## config.mk

```make
export PLATFORM = sky130hd
export DESIGN_NAME = pipelined_control_fsm
export DESIGN_NICKNAME = d
export VERILOG_FILES = /design/src/rtl/pipelined_control_fsm_pkg.sv /design/src/rtl/pipelined_control_fsm_control_decode.sv /design/src/rtl/pipelined_control_fsm.sv
export SDC_FILE = /design/constraint.sdc
export NUM_CORES = 1
export LEC_CHECK = 0
export ABC_AREA = 1
export CORE_ASPECT_RATIO = 1.25
export CORE_MARGIN = 4
export CORE_UTILIZATION = 30
export DETAILED_ROUTE_END_ITERATION = 12
export PLACE_DENSITY = 0.67
export SLEW_MARGIN = 20
export SYNTH_ARGS = -nofsm -noshare
export SYNTH_HDL_FRONTEND = slang
export SYNTH_SLANG_ARGS = --single-unit
```

## constraint.sdc

```tcl
create_clock -name clk -period 2.64 [get_ports clk]
set_input_delay 0.528 -clock clk [delete_from_list [all_inputs] [get_ports clk]]
set_output_delay 0.528 -clock clk [all_outputs]
set_load 0.005 [all_outputs]
```

## src/rtl/pipelined_control_fsm_pkg.sv

```systemverilog
// Shared definitions for the registered RV32I control unit: opcodes, instruction fields,
// ALU-op classes, writeback/branch select codes, FSM states and the control bundle.
package pipelined_control_fsm_pkg;

    localparam logic [6:0] OpRtype  = 7'b0110011;
    localparam logic [6:0] OpImm    = 7'b0010011;
    localparam logic [6:0] OpLoad   = 7'b0000011;
    localparam logic [6:0] OpStore  = 7'b0100011;
    localparam logic [6:0] OpBranch = 7'b1100011;
    localparam logic [6:0] OpJalr   = 7'b1100111;
    localparam logic [6:0] OpJal    = 7'b1101111;
    localparam logic [6:0] OpAuipc  = 7'b0010111;
    localparam logic [6:0] OpLui    = 7'b0110111;
    localparam logic [6:0] OpFence  = 7'b0001111;
    localparam logic [6:0] OpSystem = 7'b1110011;

    localparam int OpcodeLsb = 0;
    localparam int OpcodeMsb = 6;
    localparam int Funct3Lsb = 12;
    localparam int Funct3Msb = 14;
    localparam int Funct7Lsb = 25;
    localparam int Funct7Msb = 31;
    localparam int EbreakBit = 20;

    localparam logic [6:0] Funct7Mext = 7'b0000001;

    localparam logic [3:0] AluR      = 4'b0000;
    localparam logic [3:0] AluImm    = 4'b0001;
    localparam logic [3:0] AluBranch = 4'b0010;
    localparam logic [3:0] AluLoad   = 4'b0011;
    localparam logic [3:0] AluStore  = 4'b0100;
    localparam logic [3:0] AluJalr   = 4'b0101;
    localparam logic [3:0] AluJal    = 4'b0110;
    localparam logic [3:0] AluAuipc  = 4'b0111;
    localparam logic [3:0] AluLui    = 4'b1000;
    localparam logic [3:0] AluMulDiv = 4'b1001;

    localparam logic [1:0] RegDataPc4   = 2'b00;
    localparam logic [1:0] RegDataPcRel = 2'b01;
    localparam logic [1:0] RegDataAlu   = 2'b10;

    localparam logic [1:0] BrNone = 2'b00;
    localparam logic [1:0] BrCond = 2'b01;
    localparam logic [1:0] BrJal  = 2'b10;
    localparam logic [1:0] BrJalr = 2'b11;

    typedef enum logic [1:0] {
        StRun    = 2'b00,
        StMulDiv = 2'b01,
        StHalt   = 2'b10
    } state_e;

    typedef struct packed {
        logic [3:0] alu_op;
        logic       mem_read;
        logic       mem_write;
        logic       reg_write;
        logic       alu_src;
        logic       mem_to_reg;
        logic [1:0] reg_data;
        logic [1:0] branch;
    } ctrl_t;

endpackage

```

## src/rtl/pipelined_control_fsm_control_decode.sv

```systemverilog
// Purely combinational decode of one instruction into a control bundle plus class flags.
// M-extension decode is present only when RV32M_EN is defined.
module pipelined_control_fsm_control_decode
    import pipelined_control_fsm_pkg::*;
(
    input  logic [31:0] inst,
    output ctrl_t       bundle,
    output logic        is_muldiv,
    output logic        is_div,
    output logic        is_ebreak,
    output logic        is_illegal
);

    logic [6:0] opcode;
    logic [2:0] funct3;
    logic [6:0] funct7;
    logic       unused_inst;

    assign opcode = inst[OpcodeMsb:OpcodeLsb];
    assign funct3 = inst[Funct3Msb:Funct3Lsb];
    assign funct7 = inst[Funct7Msb:Funct7Lsb];
    // Register and immediate fields are consumed downstream, not here.
    assign unused_inst = ^inst;

    always_comb begin
        bundle     = '0;
        is_muldiv  = 1'b0;
        is_div     = 1'b0;
        is_ebreak  = 1'b0;
        is_illegal = 1'b0;
        case (opcode)
            OpRtype: begin
                bundle.alu_op    = AluR;
                bundle.reg_write = 1'b1;
                bundle.reg_data  = RegDataAlu;
                if (funct7 == Funct7Mext) begin
`ifdef RV32M_EN
                    bundle.alu_op = AluMulDiv;
                    is_muldiv     = 1'b1;
                    is_div        = funct3[2];
`else
                    bundle     = '0;
                    is_illegal = 1'b1;
`endif
                end
            end
            OpImm: begin
                bundle.alu_op    = AluImm;
                bundle.reg_write = 1'b1;
                bundle.alu_src   = 1'b1;
                bundle.reg_data  = RegDataAlu;
            end
            OpBranch: begin
                bundle.alu_op = AluBranch;
                bundle.branch = BrCond;
            end
            OpLoad: begin
                bundle.alu_op     = AluLoad;
                bundle.mem_read   = 1'b1;
                bundle.reg_write  = 1'b1;
                bundle.alu_src    = 1'b1;
                bundle.mem_to_reg = 1'b1;
                bundle.reg_data   = RegDataAlu;
            end
            OpStore: begin
                bundle.alu_op    = AluStore;
                bundle.mem_write = 1'b1;
                bundle.alu_src   = 1'b1;
            end
            OpJalr: begin
                bundle.alu_op    = AluJalr;
                bundle.reg_write = 1'b1;
                bundle.alu_src   = 1'b1;
                bundle.reg_data  = RegDataPc4;
                bundle.branch    = BrJalr;
            end
            OpJal: begin
                bundle.alu_op    = AluJal;
                bundle.reg_write = 1'b1;
                bundle.reg_data  = RegDataPc4;
                bundle.branch    = BrJal;
            end
            OpAuipc: begin
                bundle.alu_op    = AluAuipc;
                bundle.reg_write = 1'b1;
                bundle.alu_src   = 1'b1;
                bundle.reg_data  = RegDataPcRel;
            end
            OpLui: begin
                bundle.alu_op    = AluLui;
                bundle.reg_write = 1'b1;
                bundle.alu_src   = 1'b1;
                bundle.reg_data  = RegDataAlu;
            end
            OpFence: ;
            OpSystem: is_ebreak = (funct3 == 3'b000) && inst[EbreakBit];
            default: is_illegal = 1'b1;
        endcase
    end

endmodule

```

## src/rtl/pipelined_control_fsm.sv

```systemverilog
// Registered, stall-aware RV32I control unit with RUN/MULDIV/HALT sequencing.
// Define RV32M_EN to enable M-extension decode and multi-cycle MUL/DIV stalls.
module pipelined_control_fsm
    import pipelined_control_fsm_pkg::*;
#(
    parameter int unsigned ALUOP_W    = 4,
    parameter int unsigned MUL_CYCLES = 2,
    parameter int unsigned DIV_CYCLES = 33,
    parameter int unsigned CNT_W      = 6
) (
    input  logic               clk,
    input  logic               rst_n,
    input  logic [31:0]        inst,
    input  logic               inst_valid,
    input  logic               flush,
    output logic [ALUOP_W-1:0] alu_op,
    output logic               mem_read,
    output logic               mem_write,
    output logic               reg_write,
    output logic               alu_src,
    output logic               mem_to_reg,
    output logic [1:0]         reg_data,
    output logic [1:0]         branch,
    output logic               ctrl_valid,
    output logic               stall,
    output logic               halted,
    output logic               illegal
);

    state_e state_q, state_d;
    ctrl_t  dec_bundle, bundle_q, bundle_d;
    logic   ctrl_valid_q, ctrl_valid_d;
    logic   illegal_q, illegal_d;
    logic   dec_is_muldiv, dec_is_div, dec_is_ebreak, dec_is_illegal;
    logic   accept;

    pipelined_control_fsm_control_decode u_decode (
        .inst       (inst),
        .bundle     (dec_bundle),
        .is_muldiv  (dec_is_muldiv),
        .is_div     (dec_is_div),
        .is_ebreak  (dec_is_ebreak),
        .is_illegal (dec_is_illegal)
    );

    // Stall is a pure state decode so the IF/ID hold never has a path from inst.
    assign stall  = (state_q != StRun);
    assign accept = inst_valid & ~stall & ~flush;

    always_comb begin
        bundle_d     = '0;
        ctrl_valid_d = 1'b0;
        illegal_d    = 1'b0;
        if (accept) begin
            if (dec_is_illegal) begin
                illegal_d = 1'b1;
            end else begin
                bundle_d     = dec_bundle;
                ctrl_valid_d = 1'b1;
            end
        end
    end

`ifdef RV32M_EN
    logic [CNT_W-1:0] cnt_q, cnt_d;
    logic [CNT_W-1:0] lat_m1;

    assign lat_m1 = dec_is_div ? CNT_W'(DIV_CYCLES - 1) : CNT_W'(MUL_CYCLES - 1);

    always_comb begin
        state_d = state_q;
        cnt_d   = cnt_q;
        case (state_q)
            StRun: begin
                if (accept) begin
                    if (dec_is_ebreak) begin
                        state_d = StHalt;
                    end else if (dec_is_muldiv && (lat_m1 != '0)) begin
                        state_d = StMulDiv;
                        cnt_d   = lat_m1;
                    end
                end
            end
            StMulDiv: begin
                if (flush) begin
                    state_d = StRun;
                    cnt_d   = '0;
                end else begin
                    cnt_d = cnt_q - CNT_W'(1);
                    if (cnt_q == CNT_W'(1)) begin
                        state_d = StRun;
                    end
                end
            end
            StHalt: ;
            default: begin
                state_d = StRun;
                cnt_d   = '0;
            end
        endcase
    end

    always_ff @(posedge clk or negedge rst_n) begin
        if (!rst_n) begin
            cnt_q <= '0;
        end else begin
            cnt_q <= cnt_d;
        end
    end
`else
    logic unused_muldiv;
    assign unused_muldiv = ^{dec_is_muldiv, dec_is_div, MUL_CYCLES, DIV_CYCLES, CNT_W};

    always_comb begin
        state_d = state_q;
        if ((state_q == StRun) && accept && dec_is_ebreak) begin
            state_d = StHalt;
        end
    end
`endif

    always_ff @(posedge clk or negedge rst_n) begin
        if (!rst_n) begin
            state_q      <= StRun;
            bundle_q     <= '0;
            ctrl_valid_q <= 1'b0;
            illegal_q    <= 1'b0;
        end else begin
            state_q      <= state_d;
            bundle_q     <= bundle_d;
            ctrl_valid_q <= ctrl_valid_d;
            illegal_q    <= illegal_d;
        end
    end

    assign alu_op     = ALUOP_W'(bundle_q.alu_op);
    assign mem_read   = bundle_q.mem_read;
    assign mem_write  = bundle_q.mem_write;
    assign reg_write  = bundle_q.reg_write;
    assign alu_src    = bundle_q.alu_src;
    assign mem_to_reg = bundle_q.mem_to_reg;
    assign reg_data   = bundle_q.reg_data;
    assign branch     = bundle_q.branch;
    assign ctrl_valid = ctrl_valid_q;
    assign illegal    = illegal_q;
    assign halted     = (state_q == StHalt);

endmodule

```

==> flow_summary_export.csv <==
group,metric,value,unit
power,p_leak,0.558,nW
layout,layout-drive-gt1-share,0.178,
worst_setup_path,required,2110,ps
cts,root_buffer,"clkbuf_4",
global_routing,grt_max_degree,16,
detailed_routing,num_vias,706,
sta,rsz0062_at_grt,"false",
worst_setup_path,r2r-end,"alu_op[1]",
floorplan,die-area,3490,µm²
worst_setup_path,crit_path_cell_trace,"clkdlybuf4s50_1",
power,power_density,351,nW/µm²
global_routing,grt_usage,0.104,
global_routing,antenna_found_initial,0,
detailed_routing,drt_iter0_drc,16,
worst_setup_path,worstSetupPathType,"register to primary output",
worst_hold_path,hold_class,"register to register",
sta,slew_headroom,0.600,
layout,final_nets,166,
layout,antenna-diode-count,0,
logic_synthesis,synth-seq-cells,15,
cts,numCtsBuffers,3,
cts,cts_hold_buf,0,
sta,hold_slack,594,ps
place,io_buffers,38,
cts,clock_sinks,15,
worst_setup_path,worstSetupStartpointType,"register",
power,ir_drop,0.000133,V
worst_hold_path,worstHoldEndpoint,"state_q[1]",
logic_synthesis,synthArstFlopShare,1.00,
worst_setup_path,cp_slowest_stage_delay,530,ps
detailed_routing,dr.pass1.iters,6,
logic_synthesis,syn_avg_cell_area,8.79,µm²
cts,clkLatencyLatePin,280,ps
logic_synthesis,yosysMostFrequentCell,"nor2_1",
logic_synthesis,synthTopCellsByArea,"dfrtp_1 (48%), nor2_1 (8.2%), nand2_1 (6.7%)",
floorplan,die_w,53.7,µm
sta,tightest_slew,598,ps
logic_synthesis,post_synth_num_cell_types,24,
logic_synthesis,syn_nets,125,
worst_setup_path,critPathSlowestCell,"clkdlybuf4s50_1",
detailed_routing,ant_nets,0,
logic_synthesis,synth_ff_type,"dfrtp_1",
worst_setup_path,crit_buf_inv,1,
worst_setup_path,cp_data_arrival_time,1240,ps
floorplan,rows,20,
cts,post_cts_buffers,0,
worst_setup_path,reg2reg_from,"state_q[1]",
detailed_routing,wl_per_cell,10.2,µm
sta,hold_violations,0,
cts,cts_tree,"built",
floorplan,initial_core_util,0.319,
place,gp_congestion,0.810,
logic_synthesis,yosys.area_share.simple,0.410,
floorplan,die_h,65.1,µm
worst_setup_path,worstPathMaxFanout,4,
worst_hold_path,hp-start,"state_q[1]",
worst_setup_path,crit_family,"buffers and inverters",
sta,fin_crit_sh,0.670,
worst_hold_path,min_path_cells,1,
sta,setup_tns,0,ps
logic_synthesis,synth_area,782,µm²
logic_synthesis,synth_top_family_by_area,"simple AND/OR/NAND/NOR gates",
sta,final.setup_skew,5.00,ps
sta,max_freq,565,MHz
cts,clock_path_buffers,2,
cts,cts_max_level,1,
global_routing,grt_pass1_vias,647,
logic_synthesis,synth_warnings,0,
logic_synthesis,ys_seq_area_frac,0.480,
logic_synthesis,synth_top_area_share,0.480,
logic_synthesis,synth-compound-area-share,0.0480,
sta,period_minus_slack,1770,ps
logic_synthesis,synth_edf_count,0,
logic_synthesis,yosys-top-cells-count,"nor2_1 (17), dfrtp_1 (15), nand2_1 (14), nand2_2 (7), inv_1 (6)",
worst_setup_path,cp-end-kind,"primary output",
worst_setup_path,rrSetupSlack,1360,ps
logic_synthesis,synthMuxAreaShare,0,
job,max_cap_viol_count,0,
floorplan,coreArea,2450,µm²
status,status,"completed",
global_routing,grt_pass1_wl,2.72,mm
detailed_routing,via_per_inst,4.36,
layout,synthToLayoutAreaGrowth,55.4,%
floorplan,ios,53,
global_routing,grt-ovfl-total,0,
cts,clkTransAtPathRegs,80,ps
worst_setup_path,ff2ff_path_depth,3,
sta,slew_violations,0,
logic_synthesis,postSynthCellCount,89,
cts,cts.repair.resized,0,
logic_synthesis,synth_xor_area_frac,0,
detailed_routing,finalWirelength,1.66,mm
logic_synthesis,synth_area_leader_cell,"dfrtp_1",
logic_synthesis,synthAdderAreaFrac,0,
sta,setup_viol,0,
detailed_routing,drc,0,
place,dpl.hpwl,1.44,mm
[registers in the layout, indices dropped and copies added, names as in the netlist]
register and cells:
alu_op 4, alu_src 1, branch 2, ctrl_valid 1, illegal 1, mem_read 1, mem_write 1, reg_data 2
reg_write 1, state_q 1
[per-stage QoR]
stage / util / total power [mW] / cell area (µm²) / worst slack [ps] / cells
after global routing: 0.495 / 0.448 / 1210 / 813 / 162
after floorplan: - / 0.262 / 782 / 1320 / 89
after detailed placement: 0.485 / 0.309 / 1190 / 688 / 158
after global placement: 0.485 / 0.308 / 1190 / 706 / 158
final: 0.495 / 0.426 / 1210 / 871 / 162
after CTS: 0.495 / 0.430 / 1210 / 859 / 162
[worst max-delay path by stage]
| stage | start | to | slack (ps) | depth (start not counted) |
|---|---|---|---|---|
| floorplan | inst[1] | branch[1] | 1320 | 7 |
| detailed placement | inst[2] | branch[1] | 690 | 10 |
| global route | state_q[1] | stall | 810 | 1 |
| global placement | inst[4] | branch[1] | 710 | 10 |
| CTS | state_q[1] | stall | 860 | 1 |
| finish | state_q[1] | stall | 870 | 1 |
[power by group]
group          switching, mW  internal [mW]  total [mW]
clock network         0.0642         0.0586       0.123
logic                 0.0314         0.0400      0.0714
registers           0.000612          0.232       0.232
total                 0.0962          0.330       0.426
[placed cells by master, fill, tap and decap left out, drive strengths merged]
master and n:
nand4 2, nor3 4, nor2 22, a31oi 1, clkinv 1, nand2 22
nand3b 1, o21bai 1, o21ai 2, nand3 4, nor3b 1, clkdlybuf4s50 38
inv 8, a41oi 1, a21oi 1, and2 1, clkbuf 4, dfrtp 15
[layer usage]
metal,wire length (µm),vias up,track usage
met5,0,-,0
met4,24,0,0.0671
met3,101,2,0.0138
met2,883,21,0.174
met1,647,323,0.120
li1,-,360,-
[cell families after synthesis]
| kind of cell | Yosys count |
|---|---|
| flip-flops | 15 |
| AND/OR/NAND/NOR | 57 |
| buffers and inverters | 11 |
| AO/OA/AOI/OAI | 6 |
[final cells by class]
cell class                 instances  area, µm²
fill                             262       1240
timing repair buffer              38        380
sequential                        15        375
multi-input combinational         63        358
tap                               33       41.3
inverter                           9       33.8
clock buffer                       4       26.3
Note: power is estimated with default switching activity, not from simulation.
==> RTL change 1 (same settings) <==
Build with the macro `RV32M_EN` defined.
--- a/src/rtl/pipelined_control_fsm_control_decode.sv
+++ b/src/rtl/pipelined_control_fsm_control_decode.sv
@@ -1,4 +1,6 @@
 // Purely combinational decode of one instruction into a control bundle plus class flags.
 // M-extension decode is present only when RV32M_EN is defined.
+`define RV32M_EN
+
 module pipelined_control_fsm_control_decode
     import pipelined_control_fsm_pkg::*;
Behaviour: not the same (Yosys sat finds a counterexample within 4 cycles, from zero or initial values and one cycle with rst_n low).
==> RTL change 1 against the unedited design <==
Design area is 48% higher. Non-clock buffer count is 1 higher. Synthesized area is 63% higher. Routed wire length is 51% higher. Power is 70% higher. Final cell count is 69% higher. Sequential cell count is 7 higher. Synthesized cell count is 98% higher. Fmax is 12% lower. Setup slack worse by 0.25 ns. Count of clock-buffer cells in the layout is 1 lower.
==> RTL change 1: results (changes against the unedited design) <==
| Metric | Value |
|---|---|
| Mapped Nets | 214 (+71%) |
| Status | finished clean |
| CTS root buf | clkbuf_8 |
| WHS Path Cells | 2 (+1) |
| Reg-to-Reg End | cnt_q[4] |
| Global-route wire length before repair | 4436 um (+63%) |
| Placer congestion estimate | 0.8560 (+5.7%) |
| Count of different cell masters after synthesis | 21 (-13%) |
| Die area | 0.005350 sq mm (+53%) |
| Worst Path Arrival | 1.49 ns (+0.25 ns) |
| Final net count | 257 (+55%) |
| CTS Buf Count | 3 (unchanged) |
| CTS resizes | 0 (unchanged) |
| Post-DP HPWL | 2051 um (+43%) |
| DR WL/cell | 9.139 um (-11%) |
| Critical path launch point | state_q[0] |
| Layout cell share with drive strength beyond 1 | 0.1147 (-0.06362) |
| Xor and xnor area share after synthesis | 0 (unchanged) |
| Antenna violations before repair | 0 (unchanged) |
| Post-Place Worst Slack | 0.6822 ns (-0.005641 ns) |
| Worst Reg-to-Reg Cells | 6 (+3) |
| Sequential area share after synthesis | 0.4331 (-0.04693) |
| Clk_lat worst skew | 0.26 ns (-0.02 ns) |
| Synth Area in Compound Gates | 0.03150 (-0.01650) |
| Top post-synthesis cells by area | dfrtp_1, nand2_1, nor2_1 |
| H-tree depth | 1 (unchanged) |
| Final worst slack | 0.6241 ns (-0.2469 ns) |
| Cell leakage power | 0.8766 nW (+57%) |
| Hold Startpoint | cnt_q[5] |
| Max-Cap Viols | 0 (unchanged) |
| Met2 WL | 1141 um (+29%) |
| Placed Area | 0.001722 sq mm (+45%) |
| Worst vdd ir | 0.1381 mV (+4.1%) |
| Hold EP | cnt_q[5] |
| Vias in the first global route | 1,057 (+63%) |
| Metal3 WL | 145 um (+44%) |
| Crit-path max FO | 6 (+2) |
| Mean post-synth cell area | 7.223 sq um (-18%) |
| Vias after detailed routing | 1,152 (+63%) |
| Hold crit path type | reg2reg |
| Reg-to-Reg Start | state_q[0] |
| Hold Slack | 0.5079 ns (-0.08607 ns) |
| Slowest stage delay, CP | 0.45 ns (-0.08 ns) |
| Clock skew | 0.002504 ns (-0.002495 ns) |
| Slowest-stage cell, CP | dfrtp_1 |
| Layout Cells excl Fill | 274 (+69%) |
| Top layer in use | met4 |
| Max reg flops | 6 (+2) |
| Pre-Repair DR Iteration Count | 4 (-2) |
| Rel. slew slack | 0.8127 (+0.2126) |
| Largest net degree at the start of global routing | 23 (+7) |
| Most common library cells after synthesis | nand2_1, nor2_1, inv_1 |
| Metal-1 WL | 1185 um (+83%) |
| Count of port buffers added during placement | 38 (unchanged) |
| Adder-Cell Fraction of Synth Area | 0.01969 (+0.01969) |
| Initial drt markers | 27 (+11) |
| GRT Total Usage | 0.1052 (+0.0007790) |
RTL change 1: cell types whose count changed in the layout (fill, tap and decap cells not counted), moves of 7 or more:
cell     change
nand3_1     +16
inv_1       +17
dfrtp_1      +7
nand2_1     +35
nor2_1      +12
RTL change 1: final cells by class:
type                    instances  area (sq um)
clock buffers                   3         41.29
clock inverters                 1         30.03
fillers                       441          2306
inverters                      25         95.09
multi-input cells             128         618.1
flip-flops and latches         22         550.5
well taps                      56         70.07
repair buffers                 39         387.9
RTL change 1: power breakdown:
part,internal (mW),switching [mW]
registers,0.337,0.000774
clock network,0.202,0.108
logic,0.0396,0.0360
total,0.579,0.145
RTL change 1: per-layer routing:
layer,up-vias,global-route usage
met5,-,0
met3,2,0.01660
met2,30,0.1668
met4,0,0.04878
met1,492,0.1398
li1,628,-
RTL change 1: cell families after synthesis:
group / after synthesis
fa+ha+maj: 2
simple gates: 118
flops: 22
compound gates: 8
buf+inv: 26
==> RTL change 2 (config.mk and constraints unchanged) <==
Without the edit above. Encoding of `state_e`: now one-hot (3 bits for 3 states).
--- a/src/rtl/pipelined_control_fsm_pkg.sv
+++ b/src/rtl/pipelined_control_fsm_pkg.sv
@@ -45,8 +45,8 @@
     localparam logic [1:0] BrJalr = 2'b11;
 
-    typedef enum logic [1:0] {
-        StRun    = 2'b00,
-        StMulDiv = 2'b01,
-        StHalt   = 2'b10
+    typedef enum logic [2:0] {
+        StRun    = 3'b001,
+        StMulDiv = 3'b010,
+        StHalt   = 3'b100
     } state_e;
 
Check against the original RTL: no difference found for any inputs over 10 cycles, from zero or initial values and one cycle with rst_n low; not proved beyond that.
==> RTL change 2 against the unedited design <==
Worst hold slack lost 0.12 ns. Power is 0.51% higher. Setup slack got worse by 0.14 ns. Synthesized area up 2.9%. Clock skew decreased by 0.0023 ns. Sequential cell count is 1 higher. Design area up 2.5%. Routed wire length decreased by 0.72%. Die area is 2.5% higher. Critical path type unchanged. Highest routed layer unchanged.
==> RTL change 2: results (changes against the unedited design) <==
| Metric | Value |
|---|---|
| Fillers | 254 (-3.1%) |
| Post-DP HPWL | 1439 um (+0.14%) |
| Critical path launch point | state_q[0] |
| Syn-to-layout area delta | 54.74% |
| Post-Place Worst Slack | 0.6004 ns (-0.08749 ns) |
| Status | finished clean |
| Reg-to-Reg End | state_q[0] |
| Inst Count DP | 173 (+9.5%) |
| Layout Cells excl Fill | 177 (+9.3%) |
| Final Routed Wirelength | 1645 um (-0.72%) |
| Worst slew pin tran | 0.6390 ns (+0.04107 ns) |
| GRT Total Usage | 0.1050 (+0.0005916) |
| Vias after detailed routing | 753 (+6.7%) |
| Mean post-synth cell area | 7.811 sq um (-11%) |
| Pre-Repair DR Iteration Count | 4 (-2) |
| Initial drt markers | 8 (-8) |
| Largest net degree at the start of global routing | 17 (+1) |
| Worst vdd ir | 0.2011 mV (+52%) |
| Slowest-stage cell, CP | dfstp_2 |
| Placer congestion estimate | 0.8612 (+6.4%) |
| Vias in the first global route | 712 (+10%) |
| Count of different cell masters after synthesis | 20 (-17%) |
| Placed Area | 0.001219 sq mm (+2.5%) |
| Cell leakage power | 0.5935 nW (+6.3%) |
| Clock skew | 0.002734 ns (-0.002266 ns) |
| Global-route wire length before repair | 2870 um (+5.6%) |
| Max Fclk | 523.4 MHz (-7.4%) |
| Top post-synthesis cells by area | dfrtp_1, nor2_1, nand2_1 |
RTL change 2: worst min-delay path by stage:
| stage | from | end | slack, ns | cells after the start |
|---|---|---|---|---|
| after floorplan | rst_n | alu_op[0] | 0.23 | 0 |
| after global placement | state_q[0] | state_q[0] | 0.45 | 1 |
| after detailed placement | state_q[2] | state_q[2] | 0.46 | 2 |
| after CTS | state_q[0] | state_q[0] | 0.48 | 1 |
| after global routing | state_q[0] | state_q[0] | 0.50 | 1 |
| final | state_q[0] | state_q[0] | 0.47 | 1 |
RTL change 2: power groups by stage:
stage / Combinational (mW) / Sequential (mW) / Clock [mW]
final: 0.0582 / 0.245 / 0.126
after global routing: 0.0650 / 0.245 / 0.142
after CTS: 0.0587 / 0.245 / 0.129
after detailed placement: 0.0585 / 0.250 / 0
after global placement: 0.0569 / 0.250 / 0
after floorplan: 0.0173 / 0.250 / 0
RTL change 2: kinds of logic (layout without fill, tap and decap cells):
kind of cell           after synthesis  after routing  share of synthesized area
buffers and inverters               18             59                    0.08865
AND/OR/NAND/NOR                     62             62                     0.3639
flip-flops                          16             16                     0.4992
AO/OA/AOI/OAI                        7              7                    0.04821
RTL change 2: area by class of cell:
cell class	instances	area share
inverters	17	0.05126
repair buffers	38	0.3055
multi-input cells	69	0.2663
clock buffers	4	0.02111
well taps	33	0.03317
flip-flops and latches	16	0.3226
RTL change 2: metal layers:
layer	share of wire	global-route usage
met1	0.41	0.1303
met2	0.51	0.1751
met3	0.077	0.01354
met4	0.0073	0.04673
met5	0	0
RTL change 2: worst reg2reg max path: stages (launching register included):
cell and delay [ns]:
dfstp_2 0.55, nand2_1 0.10, nor3_4 0.23, nand3_1 0.13, o21a_1 0.19
